==> src/rtl/seg_scan_ctrl_pkg.sv <==
// Shared types and constants for the seven-segment scan controller:
// the blank pattern and the active-low hex-to-segment table (bit6=g ... bit0=a).
package seg_scan_pkg;

    typedef logic [3:0] nibble_t;

    localparam logic [6:0] SEG_BLANK = 7'h7F;

    localparam logic [6:0] HEX_SEG [16] = '{
        7'b1000000, 7'b1111001, 7'b0100100, 7'b0110000,
        7'b0011001, 7'b0010010, 7'b0000010, 7'b1111000,
        7'b0000000, 7'b0010000, 7'b0001000, 7'b0000011,
        7'b1000110, 7'b0100001, 7'b0000110, 7'b0001110
    };

endpackage

==> src/rtl/seg_scan_ctrl_if.sv <==
// Display-side bundle: digit/dp load path from the operations logic and the
// multiplexed pin drive back out to the board.
interface seg_scan_ctrl_if #(
    parameter int NUM_DIGITS = 4
);

    logic [4*NUM_DIGITS-1:0] digits_in;
    logic [NUM_DIGITS-1:0]   dp_in;
    logic                    load;
    logic                    blank;
    logic                    pending;
    logic                    frame_done;
    logic [6:0]              anodes;
    logic [NUM_DIGITS-1:0]   enables;
    logic                    dc;

    modport master (
        output digits_in, dp_in, load, blank,
        input  pending, frame_done, anodes, enables, dc
    );

    modport slave (
        input  digits_in, dp_in, load, blank,
        output pending, frame_done, anodes, enables, dc
    );

endinterface

==> src/rtl/seg_scan_ctrl_hex7seg_dec.sv <==
// Combinational hex nibble to active-low seven-segment pattern.
module hex7seg_dec
    import seg_scan_pkg::*;
(
    input  nibble_t    nib,
    output logic [6:0] seg
);

    assign seg = HEX_SEG[nib];

endmodule

==> src/rtl/seg_scan_ctrl.sv <==
// N-digit seven-segment scan controller with prescaled refresh and a
// double-buffered, frame-synchronous digit update. Define SEG_SCAN_LZB_EN for leading-zero blanking.
module seg_scan_ctrl
    import seg_scan_pkg::*;
#(
    parameter int NUM_DIGITS = 4,
    parameter int PRESCALE   = 100000
) (
    input logic            clk1,
    input logic            rst,
    seg_scan_ctrl_if.slave disp
);

    localparam int PS_W  = (PRESCALE > 1) ? $clog2(PRESCALE) : 1;
    localparam int IDX_W = (NUM_DIGITS > 1) ? $clog2(NUM_DIGITS) : 1;

    localparam logic [PS_W-1:0]  PS_LAST  = PS_W'(PRESCALE - 1);
    localparam logic [PS_W-1:0]  PS_PRE   = PS_W'(PRESCALE - 2);
    localparam logic [IDX_W-1:0] IDX_LAST = IDX_W'(NUM_DIGITS - 1);

    logic [PS_W-1:0]       ps_cnt;
    logic [IDX_W-1:0]      idx;
    logic                  tick;
    logic                  boundary;
    logic                  frame_done_q;

    nibble_t               sh_dig [NUM_DIGITS];
    nibble_t               pd_dig [NUM_DIGITS];
    logic [NUM_DIGITS-1:0] sh_dp;
    logic [NUM_DIGITS-1:0] pd_dp;
    logic                  pend_q;

    logic [NUM_DIGITS-1:0] lz_mask;
    nibble_t               sel_nib;
    logic [6:0]            dec_seg;

    logic [6:0]            seg_p1;
    logic [NUM_DIGITS-1:0] en_p1;
    logic                  dc_p1;

    assign tick     = (ps_cnt == PS_LAST);
    assign boundary = tick && (idx == IDX_LAST);

    // frame_done is decoded one cycle early so the registered pulse lands on the boundary cycle
    always_ff @(posedge clk1) begin
        if (!rst) begin
            ps_cnt       <= '0;
            idx          <= '0;
            frame_done_q <= 1'b0;
        end else begin
            ps_cnt       <= tick ? '0 : ps_cnt + 1'b1;
            frame_done_q <= (ps_cnt == PS_PRE) && (idx == IDX_LAST);
            if (tick) begin
                idx <= (idx == IDX_LAST) ? '0 : idx + 1'b1;
            end
        end
    end

    always_ff @(posedge clk1) begin
        if (!rst) begin
            for (int i = 0; i < NUM_DIGITS; i++) begin
                sh_dig[i] <= '0;
                pd_dig[i] <= '0;
            end
            sh_dp  <= '0;
            pd_dp  <= '0;
            pend_q <= 1'b0;
        end else begin
            // boundary transfer uses pre-edge pending data, so a colliding load waits a frame
            if (boundary && pend_q) begin
                for (int i = 0; i < NUM_DIGITS; i++) begin
                    sh_dig[i] <= pd_dig[i];
                end
                sh_dp <= pd_dp;
            end
            if (disp.load) begin
                for (int i = 0; i < NUM_DIGITS; i++) begin
                    pd_dig[i] <= disp.digits_in[4*i +: 4];
                end
                pd_dp  <= disp.dp_in;
                pend_q <= 1'b1;
            end else if (boundary) begin
                pend_q <= 1'b0;
            end
        end
    end

`ifdef SEG_SCAN_LZB_EN
    logic leading;

    always_comb begin
        lz_mask = '0;
        leading = 1'b1;
        for (int i = NUM_DIGITS - 1; i > 0; i--) begin
            leading    = leading && (sh_dig[i] == 4'h0) && !sh_dp[i];
            lz_mask[i] = leading;
        end
    end
`else
    always_comb begin
        lz_mask = '0;
    end
`endif

    assign sel_nib = sh_dig[idx];

    hex7seg_dec u_dec (
        .nib (sel_nib),
        .seg (dec_seg)
    );

    // Output register stage: pins follow idx by one cycle
    always_ff @(posedge clk1) begin
        if (!rst || disp.blank) begin
            seg_p1 <= SEG_BLANK;
            en_p1  <= '1;
            dc_p1  <= 1'b1;
        end else begin
            seg_p1 <= lz_mask[idx] ? SEG_BLANK : dec_seg;
            en_p1  <= ~(NUM_DIGITS'(1) << idx);
            dc_p1  <= ~sh_dp[idx];
        end
    end

    assign disp.anodes     = seg_p1;
    assign disp.enables    = en_p1;
    assign disp.dc         = dc_p1;
    assign disp.pending    = pend_q;
    assign disp.frame_done = frame_done_q;

endmodule

==> src/flat_wrapper.sv <==
// flat-port wrapper written by rule: the top's interface ports become plain ports
module seg_scan_ctrl_flat import seg_scan_pkg::*;
#(
    parameter int NUM_DIGITS = 4,
    parameter int PRESCALE   = 100000
)
  (clk1, rst, disp_digits_in, disp_dp_in, disp_load, disp_blank, disp_pending, disp_frame_done, disp_anodes, disp_enables, disp_dc);
  seg_scan_ctrl_if #(.NUM_DIGITS(NUM_DIGITS)) disp_i ();
  input logic clk1;
  input logic rst;
  input wire logic [$bits(disp_i.digits_in)-1:0] disp_digits_in;
  input wire logic [$bits(disp_i.dp_in)-1:0] disp_dp_in;
  input wire logic [$bits(disp_i.load)-1:0] disp_load;
  input wire logic [$bits(disp_i.blank)-1:0] disp_blank;
  output wire logic [$bits(disp_i.pending)-1:0] disp_pending;
  output wire logic [$bits(disp_i.frame_done)-1:0] disp_frame_done;
  output wire logic [$bits(disp_i.anodes)-1:0] disp_anodes;
  output wire logic [$bits(disp_i.enables)-1:0] disp_enables;
  output wire logic [$bits(disp_i.dc)-1:0] disp_dc;
  assign disp_i.digits_in = disp_digits_in;
  assign disp_i.dp_in = disp_dp_in;
  assign disp_i.load = disp_load;
  assign disp_i.blank = disp_blank;
  assign disp_pending = disp_i.pending;
  assign disp_frame_done = disp_i.frame_done;
  assign disp_anodes = disp_i.anodes;
  assign disp_enables = disp_i.enables;
  assign disp_dc = disp_i.dc;
  seg_scan_ctrl #(.NUM_DIGITS(NUM_DIGITS), .PRESCALE(PRESCALE)) u_core (.clk1(clk1), .rst(rst), .disp(disp_i));
endmodule
==> config.mk <==
export PLATFORM = sky130hd
export DESIGN_NAME = seg_scan_ctrl_flat
export DESIGN_NICKNAME = d
export VERILOG_FILES = /design/src/rtl/seg_scan_ctrl_pkg.sv /design/src/rtl/seg_scan_ctrl_if.sv /design/src/rtl/seg_scan_ctrl_hex7seg_dec.sv /design/src/rtl/seg_scan_ctrl.sv /design/src/flat_wrapper.sv
export SDC_FILE = /design/constraint.sdc
export NUM_CORES = 1
export LEC_CHECK = 0
export CAP_MARGIN = 40
export CORE_ASPECT_RATIO = 0.7
export CORE_MARGIN = 8
export CORE_UTILIZATION = 40
export CTS_CLUSTER_DIAMETER = 200
export DETAILED_ROUTE_END_ITERATION = 10
export GPL_ROUTABILITY_DRIVEN = 0
export RECOVER_POWER = 25
export SKIP_CTS_REPAIR_TIMING = 1
export SLEW_MARGIN = 30
export SYNTH_ARGS = -nofsm -noshare
export SYNTH_HDL_FRONTEND = slang
export SYNTH_SLANG_ARGS = --single-unit
==> constraint.sdc <==
create_clock -name clk1 -period 8 [get_ports clk1]
set_clock_uncertainty 0.15 [all_clocks]
set_input_delay 0.8 -clock clk1 [delete_from_list [all_inputs] [get_ports clk1]]
set_output_delay 0.8 -clock clk1 [all_outputs]
set_load 0.02 [all_outputs]
==> After elaboration in Yosys (flattened, before gate mapping) <==
Memory sizes are Yosys's and may differ from the RTL's. A register that Yosys moved wholly into a read port is not among the register bits.
Cells that the tools add are included.
{ "totals": {"reg_bits": 34, "latchBits": 0, "mem_bits_rw": 32, "romBits": 112, "input_bits": 24, "output_inout_bits": 14, "n_memories": 3} }
{ "op_classes": {"add_sub_neg": 2, "multipliers": 0, "div_mod_pow": 0, "n_lt_le_gt_ge": 1, "eq_ne": 3, "shifts": 1, "muxes": 24, "n_bitwise": 12, "n_reduce_logical": 8} }
{ "memory_table": {"columns": ["name", "depth", "word_bits", "read_ports", "rd_ports_with_merged_regs", "wr", "line", "text"], "rows": [
  ["(no name shown)", 16, 7, 1, 1, 0, "seg_scan_ctrl_hex7seg_dec.sv:9", "assign seg = HEX_SEG[nib];"],
  ["u_core.pd_dig", 4, 4, 4, 0, 4, "seg_scan_ctrl.sv:28", "nibble_t pd_dig [NUM_DIGITS];"],
  ["u_core.sh_dig", 4, 4, 1, 1, 4, "seg_scan_ctrl.sv:27", "nibble_t sh_dig [NUM_DIGITS];"]
]} }
{ "ops": {"columns": ["operator", "n"], "rows": [
  ["$eq 17x17->1 const B", 2],
  ["$mux 4", 8],
  ["$add 17x1->17 const B", 1],
  ["$mux 1", 11],
  ["$or 1x1->1", 8],
  ["$mux 2", 3],
  ["$not 4->5", 1],
  ["$bmux 1 s2", 2],
  ["$not 4->4", 1],
  ["$reduce_or 2->1", 2],
  ["$shl 1x2->4 const A", 1],
  ["$logic_and 1x1->1", 3],
  ["$lt 2x3->1 const B", 1],
  ["$add 2x1->2 const B", 1],
  ["$eq 2x2->1 const B", 1],
  ["$not 1->1", 2],
  ["$reduce_bool 2->1", 1],
  ["$logic_not 1->1", 1],
  ["$logic_or 1x1->1", 1]
]} }

==> Depth between registers and ports, before layout <==
Gate-level depths: netlist (run 1).
{ "logic_depth": {"ltp_word": 7, "mapped_depth": 7, "mapped_depth_nobuf": 6} }

==> By module <==
Synthesis (run 1) repeated with hierarchy kept, for this count alone.
{ "hier_totals": {"cells_unflattened": 293, "area_unflattened_um2": 3354.5} }
{ "modules_own_cells": {"columns": ["module", "instances", "cells_each", "area_each_um2", "seq_area_each_um2"], "rows": [
  ["seg_scan_ctrl", 1, 261, 3079.2, 1821.7],
  ["hex7seg_dec", 1, 32, 275.3, 0.0]
]} }

==> Least setup slack after synthesis (run 1) <==
No wires, ideal clock.
{ "synth_path": {"path_kind": "register to register", "start": "reg u_core.ps_cnt[0]", "end": "mem u_core.sh_dig[0][0] (netlist bit) (enable)", "arrival_ps": 2295, "path_slack_ps": 5144, "stages_incl_launch_ff": 6, "period_less_slack_ps": 2856, "cell_sequence": "dfxtp_1 -> ha_1 -> and3_1 -> clkbuf_1 -> nand3_1 -> o21ai_0"} }
{ "synth_rtl": {"columns": ["item", "line", "text"], "rows": [
  ["start: declaration", "seg_scan_ctrl.sv:21", "logic [PS_W-1:0] ps_cnt;"],
  ["start signal: assignment", "seg_scan_ctrl.sv:51", "ps_cnt <= tick ? '0 : ps_cnt + 1'b1;"],
  ["end: declaration", "seg_scan_ctrl.sv:27", null]
]} }

==> Worst setup path in the final report (run 1) <==
{ "layout_path": {"start": "in rst", "end": "reg u_core.seg_p1[3], in the netlist u_core.disp.anodes[3]"} }
{ "layout_between": {"elab_chain_len": 3} }
{ "layout_lines": {"columns": ["item", "line", "text"], "rows": [
  ["start: declaration", "flat_wrapper.sv:10", "input logic rst;"],
  ["$logic_not 1->1", null, null],
  ["$logic_or 1x1->1", "seg_scan_ctrl.sv:114", "if (!rst || disp.blank) begin"],
  ["$reduce_or 2->1 (no source line)", null, null],
  ["end: declaration", "seg_scan_ctrl.sv:37", "logic [6:0] seg_p1;"]
]} }
Every way passes these cells.
A chain may end at the register's enable or synchronous reset.

==> results of run 1 <==
## cell usage after synthesis (2+ instances only)
cell type,number
nor4_1,3
a21oi_1,12
nand2b_1,3
and2_1,17
or2_2,2
or3_1,3
inv_1,11
o211ai_1,2
nor3_1,4
mux4_2,5
ha_1,12
nor2_1,21
edfxtp_1,32
nand2_1,15
buf_2,3
mux2i_1,5
nand3b_1,2
nand4_1,4
xnor2_1,10
and3_1,19
clkbuf_1,9
nor4b_1,2
o21ai_0,12
dfxtp_1,43
or4_1,2
nand3_1,11
## critical path: stages
cell and delay [ns]:
dlygate4sd3_1 0.94, inv_1 0.36, nor2_1 0.59, o2111ai_1 0.20, o31a_1 0.15
## per-layer routing
metal  track usage (%)  vias to the layer above
li1                  -                     1084
met1              16.4                      944
met2              13.7                       55
met3              4.56                        4
met4              3.94                        0
met5                 0                        -
## flip-flops by register name, summed over array words and instances, names as in the netlist, named ones only
name / cells
u_core.sh_dp: 4
u_core.idx: 2
u_core.sh_dig: 16
u_core.disp.anodes: 7
u_core.pd_dig: 16
u_core.pd_dp: 4
u_core.disp.frame_done: 1
u_core.disp.enables: 4
u_core.disp.dc: 1
u_core.disp.pending: 1
u_core.ps_cnt: 17
## path summary, 6_finish.rpt
path,slack [ns],cells after the start,end
setup / recovery,5.02,5,u_core.disp.anodes[3]
hold / removal,0.33,2,u_core.sh_dp[0]
setup reg to reg,5.46,4,u_core.sh_dig[0][0]
hold reg to reg,0.33,2,u_core.sh_dp[0]
## through the flow
stage               worst slack (ns)  area [sq um]  util (%)
floorplan                       5.14          3180         -
global placement                4.66          3630      46.7
detailed placement              4.73          3640      46.8
CTS                             5.10          3920      50.5
global route                    4.80          3920      50.5
finish                          5.02          3920      50.5
## layout make-up
| type | count | area [sq um] |
|---|---|---|
| clock buffers | 9 | 225 |
| clock inverters | 7 | 60.1 |
| multi-input cells | 183 | 1270 |
| inverters | 11 | 41.3 |
| fillers | 733 | 3850 |
| flip-flops and latches | 75 | 1820 |
| repair buffers | 38 | 378 |
| well taps | 101 | 126 |
## power groups by stage
stage	Clock, W	Combinational [W]	Sequential (W)
after global placement	0	0.0000487	0.000430
after global routing	0.000406	0.0000532	0.000423
after CTS	0.000388	0.0000494	0.000422
after floorplan	0	0.0000236	0.000431
final	0.000378	0.0000485	0.000421
after detailed placement	0	0.0000494	0.000430
## kinds of logic after synthesis
logic type / count (synthesis) / share of synthesized area [%]
multiplexers: 10 / 5.12
XOR/XNOR: 11 / 3.03
AO/OA/AOI/OAI: 36 / 6.78
adder cells (fa/ha/maj): 12 / 4.73
buffers and inverters: 23 / 2.84
flip-flops: 75 / 57.3
AND/OR/NAND/NOR: 114 / 20.2
==> results.ini, run 1 <==
[outcome]
status = finished, final reports clean

[floorplan]
die_area_sq_um = 11100
core-area_sq_um = 7770
start_util_pct = 40.9
die_x_um = 123
rows = 27
die_h_um = 90.6
design.portCount = 38

[synthesis]
synth_area_leader_cell = edfxtp_1
yosys_warnings = 0
ys_seq_area_share_pct = 57.3
synth_area_per_cell_sq_um = 11.3
synth-seq-cells = 75
synth_edf_count = 32
synthArstFlopShare_pct = 0
synth_area_leaders = edfxtp_1 30%, dfxtp_1 27%, ha_1 4.7%, and3_1 3.7%, mux4_2 3.5%
synth_area_sq_um = 3180
synth_nets = 317
synth_cells = 281
synth_cell_types = 43
ys.flop_type = dfxtp_1
synth_top_area_share_pct = 30.2

[timing]
final-setup-viol-count = 0
grt_setup_unrepaired = false
period_minus_slack_ns = 2.98
fmax_mhz = 336
hold_violations = 0
tightest_slew_ns = 0.684
fin_tns_setup_ns = 0
final-max-slew-violation-count = 0
fin_crit_sh_pct = 37.2
max_slew_margin_pct = 54.4
fin_hold_ws_ns = 0.331

[final_layout]
area_growth_pct = 23.5
fin_nets = 354
diodes = 0
drive_gt1_share_pct = 8.67
final_cell_mix = 43 x dfxtp_1, 32 x edfxtp_1, 29 x clkdlybuf4s50_1
layoutNonFillerInstCount = 424
layout_commonest_cell = dfxtp_1

[global_routing]
grt_max_degree = 24
grt_pass1_vias = 1951
grt_pass1_wl_um = 9700
antenna_found_initial = 0
overflow = 0
gr-usage-all-layers_pct = 11.1

[worst_setup_path]
required_ns = 8.07
cp-startpoint = rst
critPathKind = input port to flip-flop
arrival_ns = 3.05
r2r_start = u_core.ps_cnt[11]
timing.critical_path.fanout_max = 23
setup.worst_path.end_class = flip-flop
start_kind = input port

[cts]
cts-buffers-inserted = 9
clockBufferDepth = 2
clock-root-buffer = clkbuf_16
clock-sinks = 75
h-tree-depth = 3
clk_pin_slew_ns = 0.06
tritoncts = built
insertion_delay_ns = 0.33

[route]
wl_per_cell_um = 14.0
postRouteAntennaNets = 0
wl_um = 5930
wl_met3_um = 379
met1_length_um = 3280
top_layer_used = met4
wl_met2_um = 2220
drtIter0Drc = 123
first_pass_iters = 4
remaining_drc_errors = 0
via_per_inst = 4.92
vias = 2087

[place]
dp_hpwl_um = 4370
port_buffers = 37
placed_cells = 408

[power_and_ir_drop]
leakagePower_nw = 1.42
clkPwrFrac_pct = 44.6
intPower_w = 0.000654
swShare_pct = 22.9
switchingPower_w = 0.000194
comb_power_share_pct = 5.7
ir_worst_vdd_v = 0.000104
pwr-share-seq_pct = 49.7
p_total_w = 0.000848
power_density_nw_per_um2 = 216

[worst_hold_path]
hp-start = u_core.sh_dp[0]
hold_class = flip-flop to flip-flop

[flow_run]
drv_cap = 0

Power figures use the tool's default switching activity.
==> run 2: changes to the inputs <==
- clock period: 8 -> 3 ns (I/O delays scaled with it)
==> run 2 against run 1 <==
Against the previous run:
- core utilization is 0.11 points higher
- non-clock buffer count up 3
- global-route usage rose by 0.20 points
- setup slack worse by 4.4 ns
- clock power rose to 2.6 times the previous value
- flip-flop and latch count is the same
- die area stayed put
- via count rose by 0.29%
- cell area up 0.22%
- total power grew to 2.7 times the previous value
- critical endpoint is now u_core.ps_cnt[11]
==> results.ini, run 2 (same netlist as run 1, synthesis figures left out) <==
[final_layout]
top_register = u_core.ps_cnt
postLayoutCellArea_sq_um = 3930  ; +0.22%
n_fill_cell = 734  ; +0.14%
top_regs = u_core.ps_cnt x17, u_core.pd_dig x16, u_core.sh_dig x16
drive_gt1_share_pct = 8.59  ; -0.080 points
layoutNonFillerInstCount = 427  ; +0.71%
multiInputGateArea_sq_um = 1260  ; -0.39%
area_growth_pct = 23.7
fin_nets = 357  ; +0.85%
final_cell_mix = 43 x dfxtp_1, 32 x edfxtp_1, 30 x clkdlybuf4s50_1
largest_reg_flops = 17  ; unchanged
layout_commonest_cell = dfxtp_1
diodes = 0  ; unchanged
final_core_util_pct = 50.6  ; +0.11 points
seqCellArea_sq_um = 1820  ; unchanged

[timing]
final-max-slew-violation-count = 0  ; unchanged
grt_setup_unrepaired = false
final-setup-viol-count = 0  ; unchanged
max_slew_margin_pct = 48.6  ; -5.8 points
fin_tns_setup_ns = 0  ; unchanged
tightest_slew_ns = 0.771  ; +0.0870 ns
fmax_mhz = 429
hold_violations = 0  ; unchanged
period_minus_slack_ns = 2.33
fin_crit_sh_pct = 77.7
layout_setup_ws_ns = 0.670  ; -4.35 ns

[cts]
cts-buffers-inserted = 9  ; unchanged
clk_pin_slew_ns = 0.06  ; about the same
insertion_delay_ns = 0.33  ; about the same
tritoncts = built
clockBufferDepth = 2  ; unchanged
clock-sinks = 75  ; unchanged
h-tree-depth = 3  ; unchanged
clock-root-buffer = clkbuf_16

[floorplan]
rows = 27  ; unchanged
core-area_sq_um = 7770  ; unchanged
die_area_sq_um = 11100  ; unchanged
start_util_pct = 40.9  ; unchanged
die_h_um = 90.6  ; unchanged
design.portCount = 38  ; unchanged
die_x_um = 123  ; unchanged

[worst_setup_path]
setup.worst_path.end_class = flip-flop
arrival_ns = 2.37  ; -0.68 ns
critPathKind = flip-flop to flip-flop
timing.critical_path.fanout_max = 16  ; -30%
critPathSlowestCell = o21ai_2
critPathTopFamily = simple AND/OR/NAND/NOR gates
start_kind = flip-flop
crit_path_max_incr_delay_ns = 0.72  ; -0.22 ns
cp_num_buf_inv = 0  ; -2
required_ns = 3.04  ; -5.03 ns
crit_chain = nor4b_1, nand4_1, o21ai_2, nor2_1

[route]
remaining_drc_errors = 0  ; unchanged
vias = 2093  ; +0.29%
drtIter0Drc = 166  ; +35%
postRouteAntennaNets = 0  ; unchanged
via_per_inst = 4.90  ; -0.42%
wl_per_cell_um = 13.7  ; -2.2%
first_pass_iters = 4  ; unchanged
wl_um = 5840  ; -1.5%

[power_and_ir_drop]
leakagePower_nw = 1.43  ; +1.1%
ir_worst_vdd_v = 0.000290  ; +180%
power_density_nw_per_um2 = 574  ; +170%

[global_routing]
grt_pass1_wl_um = 9800  ; +1.1%
gr-usage-all-layers_pct = 11.3  ; +0.20 points
grt_pass1_vias = 2003  ; +2.7%
overflow = 0  ; unchanged
grt_max_degree = 23  ; -4.2%
antenna_found_initial = 0  ; unchanged

[place]
dp_hpwl_um = 4230  ; -3.1%
place_area_sq_um = 3650  ; +0.48%
port_buffers = 37  ; unchanged
post-place-ws_ns = 0.648  ; -4.08 ns
placed_cells = 411  ; +0.74%

[outcome]
status = finished, final reports clean

[flow_run]
drv_cap = 0  ; unchanged

[worst_hold_path]
hold_class = flip-flop to flip-flop

-- run 2: area by class of cell --
cell class	instances	area share, %
clock buffer	9	5.73
clock inverter	7	1.50
inverter	11	1.05
multi-input combinational	183	32.2
sequential	75	46.3
tap	101	3.21
timing repair buffer	41	9.99
-- run 2: worst paths after layout --
path | slack [ns] | endpoint | from | cells after the start
worst max-delay path | 0.67 | u_core.ps_cnt[11] | u_core.ps_cnt[11] | 4
worst min-delay path | 0.33 | u_core.sh_dp[0] | u_core.pd_dp[0] | 2
worst max register to register | 0.67 | u_core.ps_cnt[11] | u_core.ps_cnt[11] | 4
worst min register to register | 0.33 | u_core.sh_dp[0] | u_core.pd_dp[0] | 2
-- run 2: worst min-delay path, delay by kind of cell, from the launching register on --
family	cells	cell delay, ns
compound gates	1	0.05
simple gates	1	0.06
flops	1	0.32
-- run 2: power breakdown --
part / internal (W) / switching, W / total [W] / leakage, nW
combinational: 0.0000656 / 0.0000647 / 0.000130 / 0.625
sequential: 0.00111 / 0.0000154 / 0.00112 / 0.674
clock: 0.000571 / 0.000433 / 0.00100 / 0.134
-- run 2: metrics by stage --
step | hold WS (ns) | power [W]
6_report | 0.330 | 0.00226
5_1_grt | 0.346 | 0.00235
4_1_cts | 0.329 | 0.00229
3_5_place_dp | 0.314 | 0.00128
3_3_place_gp | 0.312 | 0.00128
2_1_floorplan | 0.257 | 0.00121
-- run 2: metal layers --
metal	wire length [um]	part of all wire, %	GRT usage (%)	vias to the layer above
li1	-	-	-	1095
met1	3050	52	15.5	934
met2	2230	38	14.7	58
met3	477	8.2	5.31	6
met4	80	1.4	4.25	0
met5	0	0	0	-
